<file path="config.mk">
export PLATFORM = sky130hd
export DESIGN_NAME = i2s_dac_tx
export DESIGN_NICKNAME = d
export VERILOG_FILES = /design/src/rtl/i2s_dac_tx.sv
export SDC_FILE = /design/constraint.sdc
export NUM_CORES = 1
export LEC_CHECK = 0
export CAP_MARGIN = 5
export CORE_ASPECT_RATIO = 0.7
export CORE_MARGIN = 2
export CORE_UTILIZATION = 33
export CTS_BUF_LIST = sky130_fd_sc_hd__clkbuf_16
export CTS_CLUSTER_DIAMETER = 50
export CTS_CLUSTER_SIZE = 24
export DETAILED_ROUTE_END_ITERATION = 8
export RECOVER_POWER = 100
export SLEW_MARGIN = 30
export SYNTH_ARGS = -nofsm -noshare
export SYNTH_HDL_FRONTEND = slang
export SYNTH_SLANG_ARGS = --single-unit
</file>
<file path="constraint.sdc">
create_clock -name audio_clk -period 2.75 [get_ports audio_clk]
set_clock_uncertainty 0.05 [all_clocks]
set_input_delay 0.825 -clock audio_clk [delete_from_list [all_inputs] [get_ports audio_clk]]
set_output_delay 0.825 -clock audio_clk [all_outputs]
set_load 0.1 [all_outputs]
</file>
<file path="src/rtl/i2s_dac_tx.sv">
// i2s_dac_tx: I2S serialiser for the WM8731 DAC data pin (AUD_DACDAT).
//
// The codec is bit/frame master. Mono samples are accepted over a
// valid/ready handshake into a small FIFO. One sample is popped per frame,
// at the left-slot start, and is sent on both the left and right channels,
// MSB first, one BCLK after each LRCK edge (I2S timing).
//
// Optional feature macro: DAC_TX_UNDERFLOW_HOLD_EN
//   defined   -> on underflow the previously held sample is re-sent
//   undefined -> on underflow zeros are sent
//
// Ports:
//   audio_clk        AUD_BCLK; state on posedge, dac_dat register on negedge
//   reset            asynchronous, active-high
//   sample_data      two's-complement sample
//   sample_valid     sample_data valid
//   sample_ready     FIFO not full
//   dac_lrck         AUD_DACLRCK from codec (0 = left slot, 1 = right slot)
//   dac_dat          AUD_DACDAT
//   mute             send zeros; FIFO still consumed
//   fifo_level       entries held in the FIFO
//   underflow        1-cycle pulse: a frame started with the FIFO empty
//   underflow_count  saturating count of underflow pulses

module i2s_dac_tx #(
    parameter int unsigned W          = 16,
    parameter int unsigned FIFO_DEPTH = 4
) (
    input  logic                          audio_clk,
    input  logic                          reset,
    input  logic [W-1:0]                  sample_data,
    input  logic                          sample_valid,
    output logic                          sample_ready,
    input  logic                          dac_lrck,
    output logic                          dac_dat,
    input  logic                          mute,
    output logic [$clog2(FIFO_DEPTH):0]   fifo_level,
    output logic                          underflow,
    output logic [7:0]                    underflow_count
);

    localparam int unsigned AW = $clog2(FIFO_DEPTH);
    localparam int unsigned LW = AW + 1;

    logic [W-1:0]  fifo_mem [FIFO_DEPTH];
    logic [AW-1:0] wr_ptr_q, wr_ptr_d;
    logic [AW-1:0] rd_ptr_q, rd_ptr_d;
    logic [LW-1:0] level_q, level_d;

    logic          armed_q;
    logic          lrck_prev_q;
    logic [W-1:0]  shreg_q, shreg_d;
    logic [W-1:0]  held_q, held_d;
    logic          underflow_q, underflow_d;
    logic [7:0]    ucount_q, ucount_d;
    logic          dac_dat_q;

    logic lrck_edge, left_start;
    logic fifo_empty, fifo_full;
    logic push, pop;

    // dac_lrck is launched on falling BCLK by the codec, so it is stable at
    // our posedge and needs no synchroniser.
    always_comb begin
        lrck_edge  = armed_q && (dac_lrck != lrck_prev_q);
        left_start = lrck_edge && !dac_lrck;
        fifo_empty = (level_q == '0);
        fifo_full  = (level_q == LW'(FIFO_DEPTH));
        push       = sample_valid && !fifo_full;
        pop        = left_start && !fifo_empty;
    end

    // Next-state for the FIFO bookkeeping.
    always_comb begin
        wr_ptr_d = push ? wr_ptr_q + AW'(1) : wr_ptr_q;
        rd_ptr_d = pop  ? rd_ptr_q + AW'(1) : rd_ptr_q;
        level_d  = level_q;
        unique case ({push, pop})
            2'b10:   level_d = level_q + LW'(1);
            2'b01:   level_d = level_q - LW'(1);
            default: level_d = level_q;
        endcase
    end

    // Next-state for the held sample, shift register and underflow tracking.
    always_comb begin
        held_d      = held_q;
        underflow_d = 1'b0;
        ucount_d    = ucount_q;
        if (left_start) begin
            if (!fifo_empty) begin
                held_d = fifo_mem[rd_ptr_q];
            end else begin
`ifdef DAC_TX_UNDERFLOW_HOLD_EN
                held_d = held_q;
`else
                held_d = '0;
`endif
                underflow_d = 1'b1;
                if (ucount_q != 8'hFF) begin
                    ucount_d = ucount_q + 8'd1;
                end
            end
        end

        // On a right start held_d equals held_q, so both slots share this load.
        // Between edges the register shifts with zero fill; a short slot simply
        // drops its tail at the next edge.
        if (lrck_edge) begin
            shreg_d = mute ? '0 : held_d;
        end else begin
            shreg_d = {shreg_q[W-2:0], 1'b0};
        end
    end

    always_ff @(posedge audio_clk or posedge reset) begin
        if (reset) begin
            wr_ptr_q    <= '0;
            rd_ptr_q    <= '0;
            level_q     <= '0;
            armed_q     <= 1'b0;
            lrck_prev_q <= 1'b0;
            shreg_q     <= '0;
            held_q      <= '0;
            underflow_q <= 1'b0;
            ucount_q    <= 8'd0;
        end else begin
            wr_ptr_q    <= wr_ptr_d;
            rd_ptr_q    <= rd_ptr_d;
            level_q     <= level_d;
            // The first cycle after reset only captures LRCK; no edge is seen.
            armed_q     <= 1'b1;
            lrck_prev_q <= dac_lrck;
            shreg_q     <= shreg_d;
            held_q      <= held_d;
            underflow_q <= underflow_d;
            ucount_q    <= ucount_d;
        end
    end

    // Storage needs no reset: entries are only read behind the level count.
    always_ff @(posedge audio_clk) begin
        if (push) begin
            fifo_mem[wr_ptr_q] <= sample_data;
        end
    end

    // Launch on falling BCLK so the codec samples it on the next rising edge.
    always_ff @(negedge audio_clk or posedge reset) begin
        if (reset) begin
            dac_dat_q <= 1'b0;
        end else begin
            dac_dat_q <= shreg_q[W-1];
        end
    end

    assign sample_ready    = !fifo_full;
    assign fifo_level      = level_q;
    assign underflow       = underflow_q;
    assign underflow_count = ucount_q;
    assign dac_dat         = dac_dat_q;

endmodule
</file>
Word level (Yosys, flattened, before mapping)
Memory sizes are Yosys's and may differ from the RTL's.
Index checks and enable logic that the tools add are counted.
Cells by class
  $add $sub $neg: 5
  eq/ne operators: 5
  mux-type cells: 9
  reductions and logical operators: 10
Operators by type and width (count)
  16-bit 2-to-1 mux: 4
  8-bit by 1-bit adder with 8-bit output (second input constant): 1
  8-bit inequality test (second input constant): 1
  3-bit case mux with 2 select lines: 1
  2-bit by 1-bit adder with 2-bit output (second input constant): 2
  1-bit logical AND: 4
  1-bit 2-to-1 mux: 4
  3-bit by 1-bit adder with 3-bit output (second input constant): 1
  3-bit == test (second input constant): 1
  1-bit logical NOT: 3
  3-bit logical NOT: 1
  3-bit AND reduction: 1
  3-bit by 1-bit subtractor with 3-bit output (second input constant): 1
  2-bit by 1-bit == test with 1-bit output (second input constant): 1
  2-bit == test (second input constant): 1
  2-bit nonzero test: 1
  1-bit inequality test: 1
Word-level totals
  register bits: 51
  bits in writable memories: 64
  output and inout bits: 14
  word-level logic and storage cells: 40
  memories: 1
Memory list
  fifo_mem: words 4, width 16, read ports 1, clocked after Yosys merged registers in 0, write ports 1, RTL line 45  | logic [W-1:0] fifo_mem [FIFO_DEPTH];

Depth between registers and ports, before layout
  depth in word-level cells: 6
  depth in mapped cells: 10

==> reports/summary.md <==
In this run the cell area of the synthesized design comes to 4380 sq um. The final net count is 323, and the worst hold path cell count is 1. The worst hold path startpoint is shreg_q[1]. After detailed routing, the number of vias per cell comes to 4.80. The tightest min-delay check is of the flip-flop to flip-flop type.

Buffers added to address setup during post-CTS repair amount to 0. The xor-xnor portion of the synthesized cell area works out to 2.20%. The analysis attributes to cell leakage a power of 2.20 nW.

The signal on the critical path passes through buf_12. The routed wire length was 7780 um. Routability-driven placement finished with a final weighted congestion of 0.772.

The tools report the max-slew violation count as 0. When the netlist entered floorplanning its net count stood at 264. The final count of hold timing violations is 0.

The number of flops mapped to enable cells by yosys is 64. TritonCTS built the clock tree. The worst endpoint required time came out at 1.88 ns. After synthesis, flip-flops and latches occupy 72.9% of the total area.

The total congestion overflow after global routing came out at 0. The tools report the largest net degree at the start of global routing as 51. The most frequent standard cell in the layout excluding fill and tap cells was sky130_fd_sc_hd__edfxtp_1. Input and output buffers added on the ports amount to 34.

Measured in cells, the most critical reg-to-reg path has a length of 10. The core region is 13100 sq um. Category of the worst setup path capture point: an output port. Setup repair after global routing could not meet its margin everywhere. The final antenna diode count is 0. The later-pin clock latency in the skew report was 0.40 ns; the detailed-route wire length per cell was 16.4 um. For this run, the total global-route usage over all layers was measured as 12.3%. The clock net in this run drives a total of 115 sinks. The path with the worst hold slack has its endpoint at shreg_q[2].

The die covers 14200 sq um. Leaving out fill and tap cells, the most frequent cells in the layout are sky130_fd_sc_hd__edfxtp_1 (64), sky130_fd_sc_hd__dfrtp_1 (49), sky130_fd_sc_hd__a22o_1 (31), sky130_fd_sc_hd__dlygate4sd3_1 (19), sky130_fd_sc_hd__clkbuf_16 (17). The run gives 114 as the DRC violation total after the first TritonRoute iteration. The tool flagged a number of max-cap violations equal to 0. The number of synthesized register bits was 115; the filler cell count was 1155. Clock tree synthesis inserted a total of 17 buffers. The worst setup path is launched from a flip-flop.

The flow ran to the end, but the final reports show violations. The synthesized netlist devotes 7.13% of its cell area to compound gates. The Yosys step of the flow raised 0 warnings. The pin slew with the least headroom to its limit is 1.21 ns, and the worst vdd rail ir drop is 0.518 mV.

In this run the count of I/O pins placed on the die edge is 35. The maximum cell stage delay along the critical path was 0.43 ns. For this design, the slowest cell found on the critical path is sky130_fd_sc_hd__dfrtn_1.

The run gives 34 as the distinct cell type count after synthesis. Hold is met by 0.419 ns. Headroom to the max-slew limit came out at 19.4%. The kind of critical path is flip-flop to output port. The DRC violation count after routing is 0. The final reports fail on negative setup slack. Once layout is complete, the utilization of the core stands at 42.8%. The via count of the first global-routing pass is 2359, and the number of endpoints failing setup at the final stage is 1. Clock-pin slew was measured on the worst setup and hold paths at 0.05 ns.

The cell family contributing the most delay on the critical path was flip-flops. Summed over all instances, the cell type with the most area after synthesis is sky130_fd_sc_hd__edfxtp_1. Relative to the synthesized area, the layout overhead comes to 27.4%. Detailed placement HPWL: 4670 um. In this run the critical register-to-register path is captured at fifo_level[2].

Count of nets left with antenna violations after detail routing: 0. The maximum fanout along the worst path was 1. The post-synthesis adder-cell area fraction was 2.17%.

In this run the power density over the cells is 1160 nW/um^2. The worst reg2reg path startpoint is fifo_level[1]. Main combinational cell family by area after synthesis: multiplexers. The die is 142 um wide.

The buffer and inverter count on the worst path is 1, and the data arrival time of the critical path is 2.37 ns. In the synthesized netlist the dominant register cell turns out to be sky130_fd_sc_hd__edfxtp_1. Cells with a size suffix above 1 make up 26.0% of the layout.

The logs give 33.6% for the initial cell density of the core and -0.491 ns for the final critical-path setup slack. In this run the number of H-tree levels came out at 4. The top cell type by area accounts for 43.8% of the synthesized area.

The first TritonRoute pass finished after 5 iterations. By area the synthesized netlist is led by sky130_fd_sc_hd__edfxtp_1 (44%), sky130_fd_sc_hd__dfrtp_1 (29%), sky130_fd_sc_hd__mux4_2 (8.2%). Summed over all failing endpoints, the final setup total negative slack is -0.491 ns. After clock tree synthesis, the repair step resized 0 gates. The number of antenna violations at the first check in global routing was 0; the mux contribution to synthesized area was 9.22%. The instance count on the critical path came out at 1. OpenSTA, run right after detailed placement, puts the worst setup slack at -0.158 ns. In this run the core area contains 35 standard-cell rows. After Yosys synthesis, and, or, nand and nor cells account for 4.02% of the synthesized area. The first global-routing pass estimated 12900 um of wire.

The internal reg-to-reg setup slack came out at 0.59 ns. In the synthesized netlist the async set-or-reset flop fraction comes to 44.3%. Synthesis produced 236 cells. Each instance of the synthesized netlist takes up on average 18.6 sq um. For this block, the via count after detailed routing is 2274. The run gives 2 as the maximum clock insertion buffer count.

The overall die height was 100 um. CTS placed an instance of sky130_fd_sc_hd__clkbuf_16 at the clock tree root.
## layout make-up
type / instances / area [sq um] / area share, %
clock inverters: 15 / 253 / 4.52
inverters: 8 / 33.8 / 0.605
well taps: 166 / 208 / 3.72
clock buffers: 17 / 425 / 7.61
flip-flops and latches: 115 / 3200 / 57.3
repair buffers: 49 / 384 / 6.88
multi-input cells: 104 / 1080 / 19.4
## cells by family (layout without fill, tap and decap cells)
group                      count (synthesis)  after routing
muxes                                     20             20
and+or+nand+nor                           27             27
AOI/OAI and AO/OA                         38             38
buffers and inverters                     17             89
adders and majority gates                  7              7
other                                      1              1
xor gates and xnor gates                  11             11
DFF                                      115            115
## synth_stat cells, types with 3 or more instances
| library cell | n |
|---|---|
| sky130_fd_sc_hd__a22o_1 | 31 |
| sky130_fd_sc_hd__and3_1 | 4 |
| sky130_fd_sc_hd__buf_2 | 3 |
| sky130_fd_sc_hd__buf_6 | 4 |
| sky130_fd_sc_hd__dfrtp_1 | 50 |
| sky130_fd_sc_hd__edfxtp_1 | 64 |
| sky130_fd_sc_hd__ha_1 | 6 |
| sky130_fd_sc_hd__inv_1 | 8 |
| sky130_fd_sc_hd__mux4_2 | 16 |
| sky130_fd_sc_hd__nand2_1 | 4 |
| sky130_fd_sc_hd__nand3_1 | 4 |
| sky130_fd_sc_hd__nor2_1 | 4 |
| sky130_fd_sc_hd__xnor2_1 | 6 |
| sky130_fd_sc_hd__xor2_1 | 5 |
## metrics by stage
stage / instance area, sq um / power [mW] / std cells
3_3_place_gp: 4980 / 4.08 / 442
2_1_floorplan: 4400 / 3.66 / 236
4_1_cts: 5660 / 6.64 / 474
6_report: 5590 / 6.51 / 474
3_5_place_dp: 4980 / 4.10 / 442
5_1_grt: 5590 / 6.83 / 474
## worst max-delay path by stage
stage | startpoint | endpoint | slack, ns
after floorplan | dac_dat | dac_dat | -0.45
after global placement | dac_dat | dac_dat | -0.09
after detailed placement | dac_lrck | fifo_level[2] | -0.16
after CTS | dac_dat | dac_dat | -0.50
after global routing | dac_dat | dac_dat | -0.52
final | dac_dat | dac_dat | -0.49
## registers in the layout, summed over array words and instances (netlist names)
signal / flops
rd_ptr_q: 2
fifo_level: 3
held_q: 16
shreg_q: 16
fifo_mem: 64
lrck_prev_q: 1
dac_dat: 1
wr_ptr_q: 2
armed_q: 1
underflow: 1
underflow_count: 8
## per-layer routing
metal  track usage (%)  part of all wire [%]  wire, um
met5                 0                     0         0
met4              3.69                  0.69        54
met3              5.20                   5.3       411
met2              18.4                    45      3530
met1              16.5                    49      3790
## where the power goes
part           switching, mW  total (mW)  internal, mW
Clock                  0.799        2.51          1.71
Sequential             0.194        2.48          2.29
Combinational          0.908        1.51         0.604
Total                   1.90        6.51          4.61
## timing repair
action | in CTS | in global routing
hold buffers | 0 | 0
endpoints found under the hold margin | 0 | 0
pin swaps | 0 | 0
endpoints found under the setup margin | 1 | 1
cloned | 0 | 0
Power figures use the tool's default switching activity.
